**src/rtl/alu_pkg.sv**
```systemverilog
// ----------------------------------------------------------------------------
// alu_pkg
// Shared definitions for the ALU sharing block and its round-robin arbiter.
//   - WIDTH_DEF / OPW_DEF : default operand and ALU-control widths
//   - ALU_* localparams   : ALU control encodings
//   - state_t             : sharing FSM state encoding
//   - idx_width()         : bits needed for a requester index (2..4 requesters)
// ----------------------------------------------------------------------------
package alu_pkg;

  localparam int WIDTH_DEF = 16;
  localparam int OPW_DEF   = 3;

  localparam logic [2:0] ALU_ADD   = 3'b000;
  localparam logic [2:0] ALU_SUB   = 3'b001;
  localparam logic [2:0] ALU_AND   = 3'b010;
  localparam logic [2:0] ALU_OR    = 3'b011;
  localparam logic [2:0] ALU_NOT   = 3'b100;
  localparam logic [2:0] ALU_PASSA = 3'b101;
  localparam logic [2:0] ALU_PASSB = 3'b110;
  localparam logic [2:0] ALU_NOP   = 3'b111;

  typedef enum logic [1:0] {
    ST_IDLE = 2'd0,
    ST_EXEC = 2'd1,
    ST_RESP = 2'd2
  } state_t;

  // Index width for 2..4 requesters; kept at least 1 bit.
  function automatic int idx_width(input int n);
    return (n > 2) ? 2 : 1;
  endfunction

endpackage

```
**src/rtl/alu_share_arbiter_rr_arbiter.sv**
```systemverilog
// ----------------------------------------------------------------------------
// rr_arbiter
// Combinational N_REQ-way round-robin arbiter. The search starts at the
// requester after i_rr_ptr and wraps, so the last winner has lowest priority.
// Ports:
//   i_req_valid  [N_REQ]  request lines
//   i_rr_ptr     [IDX_W]  index of the previous winner
//   o_grant      [N_REQ]  one-hot grant (all zero when nothing is requested)
//   o_grant_idx  [IDX_W]  binary index of the winner (0 when none)
//   o_grant_any           any request present
// ----------------------------------------------------------------------------
module rr_arbiter #(
  parameter int N_REQ = 2,
  parameter int IDX_W = 1
) (
  input  logic [N_REQ-1:0] i_req_valid,
  input  logic [IDX_W-1:0] i_rr_ptr,
  output logic [N_REQ-1:0] o_grant,
  output logic [IDX_W-1:0] o_grant_idx,
  output logic             o_grant_any
);

  always_comb begin
    logic [IDX_W-1:0] v_cand;
    o_grant     = '0;
    o_grant_idx = '0;
    o_grant_any = 1'b0;
    v_cand      = '0;
    // Offsets 1..N_REQ: the previous winner is visited last.
    for (int k = 1; k <= N_REQ; k++) begin
      v_cand = IDX_W'((int'(i_rr_ptr) + k) % N_REQ);
      if (!o_grant_any && i_req_valid[v_cand]) begin
        o_grant_any     = 1'b1;
        o_grant_idx     = v_cand;
        o_grant[v_cand] = 1'b1;
      end
    end
  end

endmodule

```
**src/rtl/alu_share_arbiter.sv**
```systemverilog
// ----------------------------------------------------------------------------
// alu_share_arbiter
// Shares one external combinational ALU among N_REQ requesters. One operation
// is in flight at a time: accept (IDLE) -> drive ALU for one cycle (EXEC) ->
// hold the result for the owner until it is taken (RESP).
//
// Handshakes: a transfer happens on a rising edge where valid and ready are
// both high. Requesters hold req_valid and payload until req_ready; the block
// holds rsp_valid/rsp_result/rsp_zero until rsp_ready of the owner.
//
// Ports:
//   clk, rst_n                 clock, asynchronous active-low reset
//   req_valid/req_ready [N]    request channel per requester
//   req_op/req_a/req_b         packed per-requester payload, slice i
//   rsp_valid/rsp_ready [N]    response channel per requester
//   rsp_result, rsp_zero       shared response bus (valid with rsp_valid)
//   alu_srca/srcb/ctrl         registered drive to the ALU
//   alu_result, alu_zero       ALU outputs, sampled at the end of EXEC
//   busy                       state is not IDLE
//   dbg_state                  current FSM state encoding
// ----------------------------------------------------------------------------
module alu_share_arbiter
  import alu_pkg::*;
#(
  parameter int WIDTH = WIDTH_DEF,
  parameter int OPW   = OPW_DEF,
  parameter int N_REQ = 2
) (
  input  logic                   clk,
  input  logic                   rst_n,
  input  logic [N_REQ-1:0]       req_valid,
  output logic [N_REQ-1:0]       req_ready,
  input  logic [N_REQ*OPW-1:0]   req_op,
  input  logic [N_REQ*WIDTH-1:0] req_a,
  input  logic [N_REQ*WIDTH-1:0] req_b,
  output logic [N_REQ-1:0]       rsp_valid,
  input  logic [N_REQ-1:0]       rsp_ready,
  output logic [WIDTH-1:0]       rsp_result,
  output logic                   rsp_zero,
  output logic [WIDTH-1:0]       alu_srca,
  output logic [WIDTH-1:0]       alu_srcb,
  output logic [OPW-1:0]         alu_ctrl,
  input  logic [WIDTH-1:0]       alu_result,
  input  logic                   alu_zero,
  output logic                   busy,
  output logic [1:0]             dbg_state
);

  localparam int             IDX_W     = idx_width(N_REQ);
  // Control value that makes the ALU produce 0 while it is not in use.
  localparam logic [OPW-1:0] CTRL_IDLE = OPW'(ALU_NOP);

  state_t           r_state;
  state_t           w_state_nxt;
  logic [IDX_W-1:0] r_owner;
  logic [IDX_W-1:0] r_rr_ptr;
  logic [WIDTH-1:0] r_srca;
  logic [WIDTH-1:0] r_srcb;
  logic [OPW-1:0]   r_ctrl;
  logic [WIDTH-1:0] r_rsp_result;
  logic             r_rsp_zero;

  logic [N_REQ-1:0] w_grant;
  logic [IDX_W-1:0] w_grant_idx;
  logic             w_grant_any;
  logic             w_accept;
  logic             w_rsp_done;
  logic [OPW-1:0]   w_sel_op;
  logic [WIDTH-1:0] w_sel_a;
  logic [WIDTH-1:0] w_sel_b;

  rr_arbiter #(
    .N_REQ (N_REQ),
    .IDX_W (IDX_W)
  ) u_rr_arbiter (
    .i_req_valid (req_valid),
    .i_rr_ptr    (r_rr_ptr),
    .o_grant     (w_grant),
    .o_grant_idx (w_grant_idx),
    .o_grant_any (w_grant_any)
  );

  // The grant is a subset of req_valid and req_ready equals the grant in
  // IDLE, so any grant in IDLE is a completed request handshake.
  assign w_accept   = (r_state == ST_IDLE) && w_grant_any;
  assign w_rsp_done = (r_state == ST_RESP) && rsp_ready[r_owner];

  assign w_sel_op = req_op[int'(w_grant_idx)*OPW +: OPW];
  assign w_sel_a  = req_a[int'(w_grant_idx)*WIDTH +: WIDTH];
  assign w_sel_b  = req_b[int'(w_grant_idx)*WIDTH +: WIDTH];

  // --------------------------------------------------------------------------
  // FSM: state register
  // --------------------------------------------------------------------------
  always_ff @(posedge clk or negedge rst_n) begin
    if (!rst_n) begin
      r_state <= ST_IDLE;
    end else begin
      r_state <= w_state_nxt;
    end
  end

  // --------------------------------------------------------------------------
  // FSM: next state
  // --------------------------------------------------------------------------
  always_comb begin
    w_state_nxt = r_state;
    case (r_state)
      ST_IDLE: if (w_accept)   w_state_nxt = ST_EXEC;
      ST_EXEC:                 w_state_nxt = ST_RESP;
      ST_RESP: if (w_rsp_done) w_state_nxt = ST_IDLE;
      default:                 w_state_nxt = ST_IDLE;
    endcase
  end

  // --------------------------------------------------------------------------
  // FSM: outputs
  // --------------------------------------------------------------------------
  always_comb begin
    req_ready = '0;
    rsp_valid = '0;
    busy      = (r_state != ST_IDLE);
    if (r_state == ST_IDLE) begin
      req_ready = w_grant;
    end
    for (int i = 0; i < N_REQ; i++) begin
      rsp_valid[i] = (r_state == ST_RESP) && (r_owner == IDX_W'(i));
    end
  end

  // --------------------------------------------------------------------------
  // Datapath registers. The ALU drive registers double as the captured
  // request payload: they are loaded on accept, so the ALU sees the operation
  // exactly during EXEC, and are parked at NOP/0 once EXEC ends.
  // --------------------------------------------------------------------------
  always_ff @(posedge clk or negedge rst_n) begin
    if (!rst_n) begin
      r_owner      <= '0;
      r_rr_ptr     <= IDX_W'(N_REQ - 1);
      r_srca       <= '0;
      r_srcb       <= '0;
      r_ctrl       <= CTRL_IDLE;
      r_rsp_result <= '0;
      r_rsp_zero   <= 1'b0;
    end else begin
      if (w_accept) begin
        r_owner  <= w_grant_idx;
        r_rr_ptr <= w_grant_idx;
        r_srca   <= w_sel_a;
        r_srcb   <= w_sel_b;
        r_ctrl   <= w_sel_op;
      end else if (r_state == ST_EXEC) begin
        r_rsp_result <= alu_result;
        r_rsp_zero   <= alu_zero;
        r_srca       <= '0;
        r_srcb       <= '0;
        r_ctrl       <= CTRL_IDLE;
      end
    end
  end

  assign alu_srca   = r_srca;
  assign alu_srcb   = r_srcb;
  assign alu_ctrl   = r_ctrl;
  assign rsp_result = r_rsp_result;
  assign rsp_zero   = r_rsp_zero;
  assign dbg_state  = r_state;

endmodule
```
**config.mk**
```make
export PLATFORM = sky130hd
export DESIGN_NAME = alu_share_arbiter
export DESIGN_NICKNAME = d
export VERILOG_FILES = /design/src/rtl/alu_pkg.sv /design/src/rtl/alu_share_arbiter_rr_arbiter.sv /design/src/rtl/alu_share_arbiter.sv
export SDC_FILE = /design/constraint.sdc
export NUM_CORES = 1
export LEC_CHECK = 0
export ABC_AREA = 1
export BUFFER_PORTS_ARGS = -buffer_cell sky130_fd_sc_hd__buf_2
export CELL_PAD_IN_SITES_DETAIL_PLACEMENT = 1
export CELL_PAD_IN_SITES_GLOBAL_PLACEMENT = 2
export CORE_UTILIZATION = 24
export CTS_BUF_LIST = sky130_fd_sc_hd__clkbuf_16
export DETAILED_ROUTE_END_ITERATION = 16
export GPL_ROUTABILITY_DRIVEN = 1
export GPL_TIMING_DRIVEN = 0
export PLACE_DENSITY_LB_ADDON = 0.1
export SLEW_MARGIN = 20
export SYNTH_ARGS = -nofsm -noshare
export SYNTH_HDL_FRONTEND = slang
export SYNTH_SLANG_ARGS = --single-unit
export TNS_END_PERCENT = 50
```
**constraint.sdc**
```tcl
create_clock -name clk -period 2 [get_ports clk]
set_input_delay 0 -clock clk [delete_from_list [all_inputs] [get_ports clk]]
set_output_delay 0 -clock clk [all_outputs]
set_load 0.005 [all_outputs]
```
==> results by stage, run 1 <==
Outcome:
- The flow ran to the end, but the final reports show violations.
- The final reports fail on negative hold slack.

Global route:
- The via count of the first global-routing pass is 3,132.
- The initial antenna violation count is 0.
- Across every metal layer, demand over resource in global routing totals 0.169.
- The wire length of the first global-routing pass is approximately 15,000 um.
- The pin count of the biggest net entering global routing is 57.
- The total global routing overflow is 0.

Clocking:
- The number of levels in the clock H-tree is 2.
- The cell sitting at the root of the clock tree is a clkbuf_16.
- For this design, the sink count on the clock tree is 56.
- The number of gates resized after CTS was 0.
- Clock-pin slew was measured on the worst setup and hold paths at approximately 0.080 ns.
- Clock latency on the worst-skew pair, taken at its later pin, is 0.29 ns.
- Clock tree synthesis inserted a total of 5 buffers.
- The maximum number of buffers from clock root to sink is 2.
- The clock tree from TritonCTS is done.
- After clock tree synthesis, the setup repair step added 0 buffers.
- After clock tree synthesis, the flow added hold-fix buffers numbering 37.

Logic synthesis:
- The portion of synthesized cell area occupied by the leading cell type is 0.477.
- After synthesis the cells add up to between 2000 and 3000 um2.
- The Yosys step of the flow raised 0 warnings.
- The number of enable-type register cells in the synthesized netlist is 0.
- The share of the Yosys chip area taken by registers is 0.515.
- By area the synthesized netlist is led by dfrtp_1 (48%), nand2_1 (28%), nand3_1 (9.9%), dfstp_2 (3.9%), buf_4 (3.0%).
- The post-synth net total is 456.
- Counting flops with an async set or reset pin after synthesis yields a share of 1.00.
- The mean instance size in the synthesized netlist is between 7 and 8 um2.
- The flip-flop and latch count after synthesis is 56.
- Synthesis produced a netlist whose cell count is 363.
- The count of different cell masters after synthesis is 18.
- The most area-hungry cell type in the Yosys netlist is dfrtp_1.
- The most used flip-flop cell after synthesis is dfrtp_1.

Floorplan:
- The floorplan step set the die height to 109 um.
- For this design the top-level I/O count stands at roughly 150.
- After floorplanning, the core was divided into 38 placement rows.
- The die covers around 12,000 um2.
- The horizontal die dimension is between 100 and 150 um.
- The initial core utilization is 0.250.
- The region available for standard cell placement spans around 11,000 um2.

Place:
- Prior to clock tree synthesis, the placed netlist has a worst setup slack of around 0.62 ns.
- Buffers placed on the I/O ports in this run total 151.
- The detailed-placement wirelength estimate is slightly below 7000 um.
- Routability-driven placement finished with a final weighted congestion of around 0.73.
- The number of placed instances, taps included is about 650.

Timing:
- For the final database, setup skew stands at between 0.005 and 0.006 ns.
- Setup violations remaining at the end of the flow were counted as 0.
- The final critical delay including setup and external delays is between 1.5 and 2 ns.
- The number of max-slew violations in the final report is 0.
- The summed negative setup slack over all endpoints is 0 ns.
- The total count of hold-check failures in the final report is 1.
- The worst hold slack is -0.000799 ns.
- For this run, the top clock speed supported by timing is between 600 and 700 MHz.
- The slew of the pin with the lowest slew margin is 0.752 ns.
- In the finished design, the share of the clock period the worst path needs comes to 0.751.
- The post-layout worst setup margin is ~0.50 ns.
- Headroom to the max-slew limit came out at 0.499.
- Setup repair after global routing left no endpoint under its margin.

Layout:
- The count of nets after finishing is between 600 and 700.
- The number of filler instances in the final layout is approximately 1,400.
- Excluding fillers, the count of instances in the completed layout stands at approximately 700.
- The layout overhead on the synthesized area is 53.9%.
- The footprint of the flip-flops and latches is between 1000 and 1500 um2.
- In the final layout, the share of cells above drive strength 1 is 0.340.
- Summing all multi-input logic gate instances after layout gives between 1000 and 1500 um2.
- The number of antenna diodes in the final layout is 0.

Power and ir drop:
- Of the total power, the share spent switching nets is 0.392.
- The internal cell power is 0.00325 W.
- Of the total power, combinational logic draws 0.451.
- The reported net switching power is 0.00210 W.
- The ratio of total power to cell area is 1270 nW/um2.
- The relative contribution of the clock network to total power is 0.189.
- The sequential share of power is 0.360.
- For this design the static power due to leakage is ~2.5 nW.
- The maximum vdd drop is approximately 0.5 mV.

Detailed routing:
- The post-detailed-route wirelength per cell is between 10 and 15 um.
- The first routing iteration left 64 violations.
- The total detailed-routing wirelength is around 9400 um.
- Across all layers, the routed design uses 3,031 vias.
- Dividing the detail-routed via count by the number of cells gives around 4.3.
- After detailed routing, the number of remaining DRC violations is 0.
- The number of optimization iterations in the first detailed-route pass is 4.
- The final antenna-violating net count is 0.

Critical path:
- The cell with the largest stage delay on the worst path is dfstp_2.
- The critical path data required time is 2.00 ns.
- The element type at the critical path end is a primary output.
- The worst path buffer plus inverter count is 3.
- The critical path crosses 5 cells after its start point.
- The worst setup path is launched from a flip-flop.
- For this run, the slowest stage of the critical path takes between 0.5 and 0.6 ns.
- The largest delay contributor family on the critical path is flip-flops.
- The largest driver fanout on the critical path is 10.
- The dominant cell type by count on the critical path is buf_2.
- The category of the critical setup timing path is reg2out.
- Traced cell by cell, the critical path runs through nand2_4 -> buf_2 -> nand3_1 -> inv_1 -> buf_2.
- STA puts the critical path data arrival time at about 1.5 ns.
- The path depth of the worst reg2reg path is 5.

Run:
- The tool flagged a number of max-cap violations equal to 0.

Min path:
- The tightest min-delay check is of the in2reg type.
- The worst hold path passes through 5 cells.
==> layer usage <==
metal | GRT usage | share of wire
met5 | 0 | 0
met4 | 0.0405 | 0.0069
met3 | 0.0442 | 0.067
met2 | 0.289 | 0.49
met1 | 0.211 | 0.44
==> area by class of cell <==
cell class                 count  area share
timing repair buffer         188       0.269
buffer                        20      0.0313
multi-input combinational    278       0.276
tap                          140      0.0417
inverter                       9     0.00804
clock buffer                   5      0.0298
sequential                    56       0.335
clock inverter                 3      0.0101
==> registers in the layout, summed over array words and instances, names as in the netlist <==
| signal | count |
|---|---|
| r_owner | 1 |
| r_rr_ptr | 1 |
| alu_ctrl | 3 |
| alu_srca | 16 |
| dbg_state | 2 |
| rsp_result | 16 |
| rsp_zero | 1 |
| alu_srcb | 16 |
==> cells in the mapped netlist, types with 2 or more instances <==
| cell type | number |
|---|---|
| dfstp_2 | 4 |
| o21ai_0 | 2 |
| nor2_1 | 12 |
| nand3_1 | 54 |
| dfrtp_1 | 52 |
| buf_2 | 6 |
| inv_1 | 6 |
| nand2_1 | 203 |
| buf_4 | 11 |
| nand2_4 | 3 |
| inv_2 | 3 |
==> path summary, 6_finish.rpt <==
| check | slack, ns | endpoint | from |
|---|---|---|---|
| max | 0.50 | req_ready[1] | r_rr_ptr$_DFFE_PN1P_ |
| min | -0.0008 | alu_srcb[9]$_DFFE_PN0P_ | req_b[9] |
| max reg2reg | 0.51 | dbg_state[1]$_DFFE_PN0P_ | dbg_state[0]$_DFFE_PN0P_ |
| min reg2reg | 0.47 | rsp_zero$_DFFE_PN0P_ | rsp_zero$_DFFE_PN0P_ |
| max in group asynchronous | 1.20 | rsp_result[8]$_DFFE_PN0P_ | rst_n |
| min in group asynchronous | 0.31 | alu_srca[11]$_DFFE_PN0P_ | rst_n |
==> worst register-to-register path, delay by kind of cell (launching register included) <==
family                 cells  cell delay, ns
and+or+nand+nor            3            0.29
buffers and inverters      2            0.75
DFF                        1            0.40
==> logic make-up (layout without fill, tap and decap cells) <==
| kind of cell | after synthesis | in the layout | share of synthesized area |
|---|---|---|---|
| simple gates | 274 | 274 | 0.412 |
| flops | 56 | 56 | 0.515 |
| compound gates | 4 | 4 | 0.0124 |
| buf+inv | 29 | 225 | 0.0605 |
==> layout by cell type, fill, tap and decap left out, drive strengths merged <==
cell,n
a211oi,1
buf,170
bufinv,1
clkbuf,6
clkinv,1
clkinvlp,1
dfrtp,52
dfstp,4
dlygate4sd3,37
inv,9
nand2,207
nand3,54
nor2,13
o21ai,3
==> through the flow <==
stage	instance area, um2	hold slack, ns	total power, W	util
2_1_floorplan	2730	-0.296	0.00327	-
3_5_place_dp	3660	0.129	0.00438	0.335
3_3_place_gp	3660	0.234	0.00433	0.335
5_1_grt	4200	0.0230	0.00587	0.384
6_report	4200	-0.000799	0.00534	0.384
4_1_cts	4200	0.000706	0.00549	0.384
==> power by group through the flow <==
stage | clock (W) | sequential (W) | combinational [W]
after floorplan | 0 | 0.00199 | 0.00128
final | 0.00101 | 0.00192 | 0.00241
after global placement | 0 | 0.00194 | 0.00239
after global routing | 0.00108 | 0.00199 | 0.00279
after detailed placement | 0 | 0.00195 | 0.00243
after CTS | 0.00106 | 0.00193 | 0.00250
Note: power is estimated with default switching activity, not from simulation.
==> run 2: changes to the inputs <==
Settings changed: CORE_UTILIZATION 24 to 23.
Clock period 2 ns to 1.5 ns, I/O delays scaled along.
==> results by stage, run 2 (synthesis gave the netlist of run 1 again) <==
Global route:
- The initial antenna violation count is 0.
- The via count of the first global-routing pass is roughly 3,300.
- Global routing finished with a remaining overflow of 0.
- The wire length of the first global-routing pass is 16,600 um.
- Entering global routing, the biggest net connects 57 pins.
- For this run, the total global-route usage over all layers was measured as 0.170.

Detailed routing:
- The routed via count is between 3,000 and 4,000.
- For this run, design rule violations remaining after detail routing come to 0.
- The number of optimization iterations in the first detailed-route pass is 4.
- In the final routed layout, each cell accounts on average for 13.6 um.
- Dividing the detail-routed via count by the number of cells gives about 4.3.
- The final layout contains routed wiring with a total length of just under 10,000 um.
- The first-iteration detailed-routing DRC count is 78.
- The final antenna-violating net count is 0.

Clocking:
- The number of clock sinks is 56.
- Clock-pin slew was measured on the worst setup and hold paths at approximately 0.080 ns.
- TritonCTS built the clock tree.
- The CTS buffer count is 5.
- Clock tree synthesis selected as its root buffer the cell clkbuf_16.
- The insertion delay to the later sink of the worst-skew pair is just over 0.3 ns.
- The number of levels in the clock H-tree is 2.
- The clock passes through at most 2 buffers.

Critical path:
- The largest driver fanout on the critical path is 3.
- In this run the critical register-to-register path is launched from dbg_state[1]$_DFFE_PN0P_.
- The worst setup path is captured at a primary output.
- Walking the worst path, the cells encountered are nor2_2 -> inv_1 -> a211oi_1 -> buf_2.
- On the critical path, the stage with the largest delay is an instance of dfrtp_1.
- The critical path data required time is approximately 1.5 ns.
- The category of the critical setup timing path is reg2out.
- The endpoint arrival time on the critical path is between 1 and 1.5 ns.
- For the worst flop-to-flop path, the logic depth is 7.
- The delay of the slowest cell on the worst path is approximately 0.42 ns.
- The slack of the worst reg-to-reg path is approximately 0.13 ns.
- The worst setup path is launched from a flip-flop.
- The worst register-to-register path ends at alu_srca[8]$_DFFE_PN0P_.

Min path:
- The cell count of the worst hold path is 5.
- The startpoint of the worst hold path is req_b[9].
- The path class of the lowest-slack min-delay path is in2reg.
- The worst min-delay path endpoint is alu_srcb[9]$_DFFE_PN0P_.

Layout:
- The fraction of final layout cells sized beyond drive strength 1 is 0.331.
- After filler insertion, the fill cell instance count of the layout stands at between 1,000 and 1,500.
- The finished layout holds around 710 standard cells, fillers aside.
- Leaving out fill and tap cells, the most frequent cell in the layout is nand2_1.
- The final antenna diode count is 0.
- The count of nets after finishing is about 660.
- The layout overhead on the synthesized area is 58.4%.
- Leaving out fill and tap cells, the most frequent cells in the layout are nand2_1 (203), buf_2 (153), nand3_1 (54).
- The cell area after layout is between 4000 and 5000 um2.

Timing:
- The part of the cycle the worst path needs is 0.951.
- The post-layout worst setup margin is 0.0733 ns.
- The summed negative setup slack over all endpoints is 0 ns.
- The slew of the pin with the lowest slew margin is 0.766 ns.
- The clock period could shrink to roughly 1.4 ns.
- The worst hold slack is 0.00423 ns.
- Based on the critical path, the design can be clocked at up to roughly 700 MHz.
- Across the routed clock network, the largest skew measured is 0.00655 ns.
- The number of max-slew violations in the final report is 0.
- The worst slew margin relative to its limit is 0.489.
- Setup repair after global routing could not meet its margin everywhere.
- The total count of hold-check failures in the final report is 0.
- The number of endpoints failing setup at the final stage is 0.

Floorplan:
- The area of the die is between 10,000 and 15,000 um2.
- The horizontal die dimension is 111 um.
- The initial core utilization is 0.238.
- around 150 I/O pins were placed.
- From bottom edge to top edge, the die measures approximately 110 um.
- The number of rows created at floorplan is 39.
- The core region is about 11,000 um2.

Power and ir drop:
- The static leakage power is about 2.5 nW.
- The maximum vdd drop is roughly 0.59 mV.
- The ratio of total power to cell area is 1630 nW/um2.

Place:
- At the end of routability-driven placement, the weighted congestion stood at approximately 0.75.
- Once placement finished, the instance area stood at about 3700 um2.
- At the placement stage, the worst setup path has a slack of about 0.084 ns.
- The detailed-placement wirelength estimate is just under 7000 um.
- The port buffer count is 151.
- Once placement completed, the tool counted placed cells totaling approximately 660.

Outcome:
- The run finished with clean final reports.

Run:
- The tool flagged a number of max-cap violations equal to 0.
[run 2: layout make-up]
type                            instances  area [um2]  share of cell area
Sequential cell                        56        1410               0.325
Clock buffer                            5         125              0.0289
Inverter                                9        33.8             0.00781
Multi-Input combinational cell        278        1170               0.270
Tap cell                              143         179              0.0414
Timing Repair Buffer                  201        1260               0.291
Clock inverter                          3        22.5             0.00521
Buffer                                 19         131              0.0304
[run 2: critical path, delay by kind of cell, from the launching register on]
family / cells / cell delay (ns)
flops: 1 / 0.42
simple gates: 1 / 0.22
buf+inv: 2 / 0.25
compound gates: 1 / 0.22
[run 2: layer usage]
layer	share of wire	vias to the layer above	global-route usage
met5	0	-	0
met4	0.015	0	0.0489
met3	0.068	10	0.0541
met2	0.47	98	0.287
met1	0.45	1385	0.209
li1	-	1545	-
[run 2: how the worst max path moves through the flow]
stage / start / endpoint / slack, ns / depth (start not counted)
after floorplan: dbg_state[1]$_DFFE_PN0P_ / alu_srca[0]$_DFFE_PN0P_ / 0.31 / 7
after global placement: dbg_state[1]$_DFFE_PN0P_ / alu_srca[1]$_DFFE_PN0P_ / 0.11 / 6
after detailed placement: dbg_state[1]$_DFFE_PN0P_ / alu_srcb[6]$_DFFE_PN0P_ / 0.08 / 6
after CTS: dbg_state[1]$_DFFE_PN0P_ / alu_srcb[6]$_DFFE_PN0P_ / 0.07 / 6
after global routing: dbg_state[1]$_DFFE_PN0P_ / alu_srcb[6]$_DFFE_PN0P_ / -0.003 / 7
final: dbg_state[1]$_DFFE_PN0P_ / req_ready[0] / 0.07 / 4
[run 2: timing repair]
item / 4_1_cts / 5_1_grt
endpoints found under the setup margin: 1 / 16
buffers inserted: 0 / 0
gates resized for setup: 0 / 3
endpoints found under the hold margin: 99 / 0
pin swaps: 0 / 0
hold buffers: 50 / 0
[run 2: power by group]
part	leakage [nW]	internal [W]	switching [W]
sequential	0.698	0.00223	0.000360
clock	0.0742	0.000628	0.000605
combinational	1.74	0.00134	0.00190
[run 2: metrics by stage]
step / util / power (W)
CTS: 0.376 / 0.00725
finish: 0.377 / 0.00706
floorplan: - / 0.00437
global placement: 0.319 / 0.00579
detailed placement: 0.320 / 0.00586
global route: 0.377 / 0.00781
